**config.mk**
```make
export PLATFORM = sky130hd
export DESIGN_NAME = cc_level_sequencer_flat
export DESIGN_NICKNAME = d
export VERILOG_FILES = /design/src/rtl/cc_level_pkg.sv /design/src/rtl/cc_level_sequencer_if.sv /design/src/rtl/cc_level_sequencer_row_prescaler.sv /design/src/rtl/cc_level_sequencer.sv /design/src/flat_wrapper.sv
export SDC_FILE = /design/constraint.sdc
export NUM_CORES = 1
export LEC_CHECK = 0
export CORE_MARGIN = 3
export CORE_UTILIZATION = 47
export CTS_CLUSTER_SIZE = 20
export DETAILED_ROUTE_END_ITERATION = 6
export GPL_ROUTABILITY_DRIVEN = 1
export PLACE_DENSITY = 0.85
export SYNTH_ARGS = -nofsm -noshare
export SYNTH_HDL_FRONTEND = slang
export SYNTH_SLANG_ARGS = --single-unit
```
**constraint.sdc**
```tcl
create_clock -name CC_LEVEL_SEQUENCER_CLOCK_50 -period 2.1 [get_ports CC_LEVEL_SEQUENCER_CLOCK_50]
set_clock_uncertainty 0.1 [all_clocks]
set_input_delay 0.315 -clock CC_LEVEL_SEQUENCER_CLOCK_50 [delete_from_list [all_inputs] [get_ports CC_LEVEL_SEQUENCER_CLOCK_50]]
set_output_delay 0.315 -clock CC_LEVEL_SEQUENCER_CLOCK_50 [all_outputs]
set_load 0.1 [all_outputs]
```
**src/rtl/cc_level_pkg.sv**
```systemverilog
// Shared definitions for the level sequencer and the level data handler:
// sequencer state encoding, the last level index and the default row counts
// of each level, which also size the data handler's row tables.
package cc_level_pkg;

    typedef enum logic [1:0] {
        IDLE = 2'd0,
        RUN  = 2'd1,
        WIN  = 2'd2
    } seqState_t;

    localparam logic [2:0] LAST_LEVEL = 3'd6;

    localparam int LVL1_LEN_DEFAULT = 8;
    localparam int LVL2_LEN_DEFAULT = 10;
    localparam int LVL3_LEN_DEFAULT = 8;
    localparam int LVL4_LEN_DEFAULT = 15;
    localparam int LVL5_LEN_DEFAULT = 8;
    localparam int LVL6_LEN_DEFAULT = 20;

    // Even levels are play levels where a crash matters; odd levels are banners.
    function automatic logic isPlayLevel(input logic [2:0] lvl);
        return (lvl == 3'd2) || (lvl == 3'd4) || (lvl == 3'd6);
    endfunction

endpackage

```
**src/rtl/cc_level_sequencer_if.sv**
```systemverilog
// Control and row-index bundle between the game controller, the level
// sequencer and the level data handler. The master side drives start, tick,
// pause and crash; the sequencer (slave) returns level, row and status pulses.
interface cc_level_sequencer_if #(
    parameter int CURRENTLEVEL_DATAWIDTH  = 3,
    parameter int LEVELPROGRESS_DATAWIDTH = 5
);

    logic                               CC_LEVEL_SEQUENCER_Start_InLow;
    logic                               CC_LEVEL_SEQUENCER_Tick_In;
    logic                               CC_LEVEL_SEQUENCER_Pause_In;
    logic                               CC_LEVEL_SEQUENCER_Crash_In;
    logic [CURRENTLEVEL_DATAWIDTH-1:0]  CC_LEVEL_SEQUENCER_CurrentLvl_OutBus;
    logic [LEVELPROGRESS_DATAWIDTH-1:0] CC_LEVEL_SEQUENCER_LvlProgress_OutBus;
    logic                               CC_LEVEL_SEQUENCER_RowValid_Out;
    logic                               CC_LEVEL_SEQUENCER_LevelDone_Out;
    logic                               CC_LEVEL_SEQUENCER_Win_Out;

    modport master (
        output CC_LEVEL_SEQUENCER_Start_InLow,
        output CC_LEVEL_SEQUENCER_Tick_In,
        output CC_LEVEL_SEQUENCER_Pause_In,
        output CC_LEVEL_SEQUENCER_Crash_In,
        input  CC_LEVEL_SEQUENCER_CurrentLvl_OutBus,
        input  CC_LEVEL_SEQUENCER_LvlProgress_OutBus,
        input  CC_LEVEL_SEQUENCER_RowValid_Out,
        input  CC_LEVEL_SEQUENCER_LevelDone_Out,
        input  CC_LEVEL_SEQUENCER_Win_Out
    );

    modport slave (
        input  CC_LEVEL_SEQUENCER_Start_InLow,
        input  CC_LEVEL_SEQUENCER_Tick_In,
        input  CC_LEVEL_SEQUENCER_Pause_In,
        input  CC_LEVEL_SEQUENCER_Crash_In,
        output CC_LEVEL_SEQUENCER_CurrentLvl_OutBus,
        output CC_LEVEL_SEQUENCER_LvlProgress_OutBus,
        output CC_LEVEL_SEQUENCER_RowValid_Out,
        output CC_LEVEL_SEQUENCER_LevelDone_Out,
        output CC_LEVEL_SEQUENCER_Win_Out
    );

endinterface

```
**src/rtl/cc_level_sequencer_row_prescaler.sv**
```systemverilog
// Scroll-tick divider: counts enabled ticks and flags a row step on the tick
// that completes a group of TICKS_PER_ROW. Clear wins over counting so a
// crash or a fresh start always begins a new group from zero.
module cc_row_prescaler #(
    parameter int TICKS_PER_ROW = 4
) (
    input  logic clock,
    input  logic reset,
    input  logic tick,
    input  logic enable,
    input  logic clear,
    output logic step
);

    localparam int                 COUNT_W    = $clog2(TICKS_PER_ROW) + 1;
    localparam logic [COUNT_W-1:0] LAST_COUNT = COUNT_W'(TICKS_PER_ROW - 1);

    logic [COUNT_W-1:0] tickCount;
    logic               advance;
    logic               atLast;

    assign advance = enable && tick;
    assign atLast  = (tickCount == LAST_COUNT);
    assign step    = advance && atLast && !clear;

    // Tick counter: wraps to zero on the step tick, frozen while disabled.
    always_ff @(posedge clock or posedge reset) begin
        if (reset) begin
            tickCount <= '0;
        end else if (clear) begin
            tickCount <= '0;
        end else if (advance) begin
            tickCount <= atLast ? '0 : tickCount + COUNT_W'(1);
        end
    end

endmodule

```
**src/rtl/cc_level_sequencer.sv**
```systemverilog
// Level sequencer: walks banner/play levels 1..6 row by row, paced by the
// scroll tick through a prescaler, then parks in WIN until restarted.
// A crash on a play level restarts that level from its blank row.
module cc_level_sequencer
    import cc_level_pkg::*;
#(
    parameter int CURRENTLEVEL_DATAWIDTH  = 3,
    parameter int LEVELPROGRESS_DATAWIDTH = 5,
    parameter int TICKS_PER_ROW           = 4,
    parameter int LVL1_LEN                = LVL1_LEN_DEFAULT,
    parameter int LVL2_LEN                = LVL2_LEN_DEFAULT,
    parameter int LVL3_LEN                = LVL3_LEN_DEFAULT,
    parameter int LVL4_LEN                = LVL4_LEN_DEFAULT,
    parameter int LVL5_LEN                = LVL5_LEN_DEFAULT,
    parameter int LVL6_LEN                = LVL6_LEN_DEFAULT
) (
    input logic                 CC_LEVEL_SEQUENCER_CLOCK_50,
    input logic                 CC_LEVEL_SEQUENCER_RESET_InHigh,
    cc_level_sequencer_if.slave seqBus
);

    seqState_t  state;
    logic [2:0] currentLvl;
    logic [4:0] lvlProgress;
    logic [4:0] levelLen;
    logic       rowValid;
    logic       levelDone;
    logic       win;

    logic startReq;
    logic playCrash;
    logic stepEnable;
    logic stepClear;
    logic step;

    assign startReq   = !seqBus.CC_LEVEL_SEQUENCER_Start_InLow;
    assign playCrash  = (state == RUN) && seqBus.CC_LEVEL_SEQUENCER_Crash_In
                        && isPlayLevel(currentLvl);
    assign stepEnable = (state == RUN) && !seqBus.CC_LEVEL_SEQUENCER_Pause_In;
    assign stepClear  = playCrash || ((state != RUN) && startReq);

    cc_row_prescaler #(
        .TICKS_PER_ROW(TICKS_PER_ROW)
    ) rowPrescaler (
        .clock (CC_LEVEL_SEQUENCER_CLOCK_50),
        .reset (CC_LEVEL_SEQUENCER_RESET_InHigh),
        .tick  (seqBus.CC_LEVEL_SEQUENCER_Tick_In),
        .enable(stepEnable),
        .clear (stepClear),
        .step  (step)
    );

    // Row count of the level currently being played; idle index maps to zero.
    always_comb begin
        levelLen = 5'd0;
        case (currentLvl)
            3'd1:    levelLen = 5'(LVL1_LEN);
            3'd2:    levelLen = 5'(LVL2_LEN);
            3'd3:    levelLen = 5'(LVL3_LEN);
            3'd4:    levelLen = 5'(LVL4_LEN);
            3'd5:    levelLen = 5'(LVL5_LEN);
            3'd6:    levelLen = 5'(LVL6_LEN);
            default: levelLen = 5'd0;
        endcase
    end

    // Sequencer FSM with registered outputs; pulses default low every cycle.
    always_ff @(posedge CC_LEVEL_SEQUENCER_CLOCK_50 or posedge CC_LEVEL_SEQUENCER_RESET_InHigh) begin
        if (CC_LEVEL_SEQUENCER_RESET_InHigh) begin
            state       <= IDLE;
            currentLvl  <= 3'd0;
            lvlProgress <= 5'd0;
            rowValid    <= 1'b0;
            levelDone   <= 1'b0;
            win         <= 1'b0;
        end else begin
            rowValid  <= 1'b0;
            levelDone <= 1'b0;
            case (state)
                IDLE: begin
                    if (startReq) begin
                        state       <= RUN;
                        currentLvl  <= 3'd1;
                        lvlProgress <= 5'd0;
                    end
                end
                RUN: begin
                    if (playCrash) begin
                        lvlProgress <= 5'd0;
                    end else if (step) begin
                        if (lvlProgress < levelLen) begin
                            lvlProgress <= lvlProgress + 5'd1;
                            rowValid    <= 1'b1;
                        end else begin
                            levelDone   <= 1'b1;
                            lvlProgress <= 5'd0;
                            if (currentLvl == LAST_LEVEL) begin
                                state <= WIN;
                                win   <= 1'b1;
                            end else begin
                                currentLvl <= currentLvl + 3'd1;
                            end
                        end
                    end
                end
                WIN: begin
                    if (startReq) begin
                        state       <= RUN;
                        win         <= 1'b0;
                        currentLvl  <= 3'd1;
                        lvlProgress <= 5'd0;
                    end
                end
                default: begin
                    state <= IDLE;
                end
            endcase
        end
    end

    assign seqBus.CC_LEVEL_SEQUENCER_CurrentLvl_OutBus  = CURRENTLEVEL_DATAWIDTH'(currentLvl);
    assign seqBus.CC_LEVEL_SEQUENCER_LvlProgress_OutBus = LEVELPROGRESS_DATAWIDTH'(lvlProgress);
    assign seqBus.CC_LEVEL_SEQUENCER_RowValid_Out       = rowValid;
    assign seqBus.CC_LEVEL_SEQUENCER_LevelDone_Out      = levelDone;
    assign seqBus.CC_LEVEL_SEQUENCER_Win_Out            = win;

endmodule

```
**src/flat_wrapper.sv**
```systemverilog
// flat-port wrapper written by rule: the top's interface ports become plain ports
module cc_level_sequencer_flat import cc_level_pkg::*;
#(
    parameter int CURRENTLEVEL_DATAWIDTH  = 3,
    parameter int LEVELPROGRESS_DATAWIDTH = 5,
    parameter int TICKS_PER_ROW           = 4,
    parameter int LVL1_LEN                = LVL1_LEN_DEFAULT,
    parameter int LVL2_LEN                = LVL2_LEN_DEFAULT,
    parameter int LVL3_LEN                = LVL3_LEN_DEFAULT,
    parameter int LVL4_LEN                = LVL4_LEN_DEFAULT,
    parameter int LVL5_LEN                = LVL5_LEN_DEFAULT,
    parameter int LVL6_LEN                = LVL6_LEN_DEFAULT
)
  (CC_LEVEL_SEQUENCER_CLOCK_50, CC_LEVEL_SEQUENCER_RESET_InHigh, seqBus_CC_LEVEL_SEQUENCER_Start_InLow, seqBus_CC_LEVEL_SEQUENCER_Tick_In, seqBus_CC_LEVEL_SEQUENCER_Pause_In, seqBus_CC_LEVEL_SEQUENCER_Crash_In, seqBus_CC_LEVEL_SEQUENCER_CurrentLvl_OutBus, seqBus_CC_LEVEL_SEQUENCER_LvlProgress_OutBus, seqBus_CC_LEVEL_SEQUENCER_RowValid_Out, seqBus_CC_LEVEL_SEQUENCER_LevelDone_Out, seqBus_CC_LEVEL_SEQUENCER_Win_Out);
  cc_level_sequencer_if #(.CURRENTLEVEL_DATAWIDTH(CURRENTLEVEL_DATAWIDTH), .LEVELPROGRESS_DATAWIDTH(LEVELPROGRESS_DATAWIDTH)) seqBus_i ();
  input logic CC_LEVEL_SEQUENCER_CLOCK_50;
  input logic CC_LEVEL_SEQUENCER_RESET_InHigh;
  input wire logic [$bits(seqBus_i.CC_LEVEL_SEQUENCER_Start_InLow)-1:0] seqBus_CC_LEVEL_SEQUENCER_Start_InLow;
  input wire logic [$bits(seqBus_i.CC_LEVEL_SEQUENCER_Tick_In)-1:0] seqBus_CC_LEVEL_SEQUENCER_Tick_In;
  input wire logic [$bits(seqBus_i.CC_LEVEL_SEQUENCER_Pause_In)-1:0] seqBus_CC_LEVEL_SEQUENCER_Pause_In;
  input wire logic [$bits(seqBus_i.CC_LEVEL_SEQUENCER_Crash_In)-1:0] seqBus_CC_LEVEL_SEQUENCER_Crash_In;
  output wire logic [$bits(seqBus_i.CC_LEVEL_SEQUENCER_CurrentLvl_OutBus)-1:0] seqBus_CC_LEVEL_SEQUENCER_CurrentLvl_OutBus;
  output wire logic [$bits(seqBus_i.CC_LEVEL_SEQUENCER_LvlProgress_OutBus)-1:0] seqBus_CC_LEVEL_SEQUENCER_LvlProgress_OutBus;
  output wire logic [$bits(seqBus_i.CC_LEVEL_SEQUENCER_RowValid_Out)-1:0] seqBus_CC_LEVEL_SEQUENCER_RowValid_Out;
  output wire logic [$bits(seqBus_i.CC_LEVEL_SEQUENCER_LevelDone_Out)-1:0] seqBus_CC_LEVEL_SEQUENCER_LevelDone_Out;
  output wire logic [$bits(seqBus_i.CC_LEVEL_SEQUENCER_Win_Out)-1:0] seqBus_CC_LEVEL_SEQUENCER_Win_Out;
  assign seqBus_i.CC_LEVEL_SEQUENCER_Start_InLow = seqBus_CC_LEVEL_SEQUENCER_Start_InLow;
  assign seqBus_i.CC_LEVEL_SEQUENCER_Tick_In = seqBus_CC_LEVEL_SEQUENCER_Tick_In;
  assign seqBus_i.CC_LEVEL_SEQUENCER_Pause_In = seqBus_CC_LEVEL_SEQUENCER_Pause_In;
  assign seqBus_i.CC_LEVEL_SEQUENCER_Crash_In = seqBus_CC_LEVEL_SEQUENCER_Crash_In;
  assign seqBus_CC_LEVEL_SEQUENCER_CurrentLvl_OutBus = seqBus_i.CC_LEVEL_SEQUENCER_CurrentLvl_OutBus;
  assign seqBus_CC_LEVEL_SEQUENCER_LvlProgress_OutBus = seqBus_i.CC_LEVEL_SEQUENCER_LvlProgress_OutBus;
  assign seqBus_CC_LEVEL_SEQUENCER_RowValid_Out = seqBus_i.CC_LEVEL_SEQUENCER_RowValid_Out;
  assign seqBus_CC_LEVEL_SEQUENCER_LevelDone_Out = seqBus_i.CC_LEVEL_SEQUENCER_LevelDone_Out;
  assign seqBus_CC_LEVEL_SEQUENCER_Win_Out = seqBus_i.CC_LEVEL_SEQUENCER_Win_Out;
  cc_level_sequencer #(.CURRENTLEVEL_DATAWIDTH(CURRENTLEVEL_DATAWIDTH), .LEVELPROGRESS_DATAWIDTH(LEVELPROGRESS_DATAWIDTH), .TICKS_PER_ROW(TICKS_PER_ROW), .LVL1_LEN(LVL1_LEN), .LVL2_LEN(LVL2_LEN), .LVL3_LEN(LVL3_LEN), .LVL4_LEN(LVL4_LEN), .LVL5_LEN(LVL5_LEN), .LVL6_LEN(LVL6_LEN)) u_core (.CC_LEVEL_SEQUENCER_CLOCK_50(CC_LEVEL_SEQUENCER_CLOCK_50), .CC_LEVEL_SEQUENCER_RESET_InHigh(CC_LEVEL_SEQUENCER_RESET_InHigh), .seqBus(seqBus_i));
endmodule
```
==> impl_metrics.json <==
{
  "status": "finished with violations",
  "violations": "negative setup slack",
  "first_pass_iters": 4,
  "htree_num_levels": 1,
  "synth.distinct_cells": 36,
  "post-route-period-util_pct": 113,
  "cap_violations": 0,
  "drive_above_1_share_pct": 39.9,
  "slew_headroom_pct": 60.2,
  "min_period_ns": 2.37,
  "register_area_um2": 412,
  "path_class": "flip-flop to flip-flop",
  "rows": 16,
  "synthArstFlopShare_pct": 100,
  "synth-edff-count": 0,
  "synth_seq_cells": 16,
  "drv_slew": 0,
  "grt_first_pass_wirelength_mm": 3.90,
  "peakVddDrop_v": 0.00105,
  "die_area_um2": 2790,
  "crit_fanout": 7,
  "dp_hpwl_mm": 1.70,
  "end_kind": "flip-flop",
  "num_vias": 926,
  "nNetsFinal": 155,
  "seq_area_frac_synth_pct": 38.8,
  "hold_violations": 0,
  "p_leak_nw": 0.646,
  "p_sw_uw": 988,
  "crit_buf_inv": 2,
  "postSynthAreaPerCell_um2": 10.0,
  "grt_start_max_net_pins": 17,
  "synth_warnings": 0,
  "grt_usage_pct": 19.1,
  "drc": 0,
  "io_pins": 17,
  "cts_tree": "built",
  "final_core_util_pct": 70.8,
  "viasPerCell": 5.61,
  "ant_nets": 0,
  "startpoint_type": "flip-flop",
  "grt_overflow_total": 0,
  "rrSetupSlack_ns": -0.27,
  "min_path_type": "input port to async pin",
  "crit_path_max_incr_delay_ns": 0.52,
  "cts_buffer_depth": 2,
  "cts_hold_buf": 0,
  "p_int_uw": 973,
  "layout_setup_ws_ns": -0.275,
  "mostFrequentLayoutCell": "buf_4",
  "fmax_mhz": 421,
  "dominantRegCellSynth": "dfrtp_1",
  "area_growth_pct": 38.8,
  "syn-cell-area_um2": 1030,
  "pre_cts_slack_ns": -0.210,
  "antenna_found_initial": 0,
  "comb_power_share_pct": 62.9,
  "syn_nets": 119,
  "clk_pin_slew_ns": 0.10,
  "port_buffers": 16,
  "start_util_pct": 51.0,
  "grt_pass1_vias": 892,
  "cpMostUsedCell": "ha_4",
  "root_buffer": "clkbuf_4",
  "p_total_mw": 1.96,
  "clk_latency_ns": 0.30,
  "tightest_slew_ns": 0.597,
  "fillers": 155,
  "drtIter0Drc": 14,
  "pwr-share-seq_pct": 26.2,
  "wl_per_cell_um": 14.6,
  "slowest_stage": "dfrtp_4",
  "reg2reg_depth": 11,
  "p_clk_share_pct": 10.9,
  "floorplan.die.height_um": 52.8,
  "crit_family": "compound AO/OA/AOI/OAI gates",
  "rsz0062_at_grt": "true",
  "whs_ns": 0.263,
  "synthCells": 103,
  "arrival_ns": 2.47,
  "cts_num_sinks": 16,
  "multiInputGateArea_um2": 663,
  "path_cells": "inv_6 -> ha_4 -> mux2i_2 -> o211a_1 -> ha_4 -> and4_1 -> o21ai_2 -> o211ai_4 -> nand3b_1 -> inv_2 -> a22o_1",
  "diodes": 0,
  "sw_frac_of_total_pct": 50.4,
  "gp_congestion": 0.797,
  "core_area_um2": 2020,
  "p_per_area_nw_per_um2": 1370,
  "wirelength_mm": 2.41,
  "setup_viol": 13,
  "cp.required_ns": 2.19,
  "die_w_um": 52.8,
  "final_cell_mix": "buf_4 (26), nand2_1 (16), dfrtp_1 (13)",
  "numCtsBuffers": 3
}
==> sequential cells by signal, indices dropped and copies added (netlist names) <==
signal,count
u_core.seqBus.CC_LEVEL_SEQUENCER_LvlProgress_OutBus,5
u_core.seqBus.CC_LEVEL_SEQUENCER_CurrentLvl_OutBus,3
u_core.rowPrescaler.tickCount,3
u_core.state,2
u_core.seqBus.CC_LEVEL_SEQUENCER_RowValid_Out,1
u_core.seqBus.CC_LEVEL_SEQUENCER_LevelDone_Out,1
u_core.seqBus.CC_LEVEL_SEQUENCER_Win_Out,1
==> how the worst max path moves through the flow <==
| stage | slack [ns] | depth (start not counted) | endpoint |
|---|---|---|---|
| floorplan | -0.33 | 11 | flip-flop |
| global placement | -0.15 | 11 | flip-flop |
| detailed placement | -0.21 | 11 | flip-flop |
| CTS | -0.22 | 11 | flip-flop |
| global route | -0.38 | 11 | flip-flop |
| finish | -0.27 | 11 | flip-flop |
==> routing by layer <==
metal	track usage, %	up-vias	wire length (um)	part of all wire, %
met1	23.0	449	1040	43
li1	-	443	-	-
met3	5.98	9	115	4.8
met4	6.38	0	65	2.7
met5	0	-	0	0
met2	31.8	25	1180	49
==> kinds of logic (layout without fill, tap and decap cells) <==
| group | Yosys count | in the layout | share of synthesized area (%) |
|---|---|---|---|
| and+or+nand+nor | 36 | 36 | 18.2 |
| muxes | 3 | 3 | 2.91 |
| adders and majority gates | 10 | 10 | 12.1 |
| AOI/OAI and AO/OA | 29 | 29 | 22.9 |
| xor gates and xnor gates | 2 | 2 | 1.70 |
| DFF | 16 | 16 | 38.8 |
| buffers and inverters | 7 | 42 | 3.28 |
==> through the flow <==
step | setup TNS, ns | std cells | cell area [um2]
2_1_floorplan | -2.86 | 103 | 1070
3_3_place_gp | -0.724 | 155 | 1300
3_5_place_dp | -1.61 | 155 | 1300
4_1_cts | -2.07 | 163 | 1390
5_1_grt | -4.21 | 165 | 1430
6_report | -2.81 | 165 | 1430
==> cells in the mapped netlist, drive strengths merged (2+ instances only) <==
| library cell | count | area, um2 |
|---|---|---|
| dfrtp | 16 | 400 |
| nand2b | 3 | 18.8 |
| o31ai | 4 | 43.8 |
| nand3b | 3 | 22.5 |
| a211oi | 3 | 22.5 |
| o21ai | 6 | 33.8 |
| nand3 | 3 | 15.0 |
| nor2 | 5 | 21.3 |
| xor2 | 2 | 17.5 |
| nand2 | 16 | 60.1 |
| a21oi | 7 | 38.8 |
| inv | 6 | 22.5 |
| ha | 10 | 125 |
| mux2i | 3 | 30.0 |
==> power by group through the flow <==
stage	Sequential, mW	Combinational (mW)	Clock (mW)
3_3_place_gp	0.502	1.04	0
2_1_floorplan	0.877	0.431	0
5_1_grt	0.528	1.32	0.225
4_1_cts	0.510	1.14	0.218
3_5_place_dp	0.511	1.06	0
6_report	0.514	1.23	0.213
==> what timing repair did <==
item,in CTS,in global routing
endpoints found under the setup margin,13,13
buffers inserted,4,2
gates resized for setup,5,5
gates cloned,0,0
pin swaps,4,5
==> area by class of cell <==
class                      instances  share of cell area [%]
multi-input combinational         80                    46.3
sequential                        16                    28.8
timing repair buffer              32                    17.9
clock buffer                       4                    2.53
tap                               27                    2.36
inverter                           6                    2.10
Power figures use the tool's default switching activity.
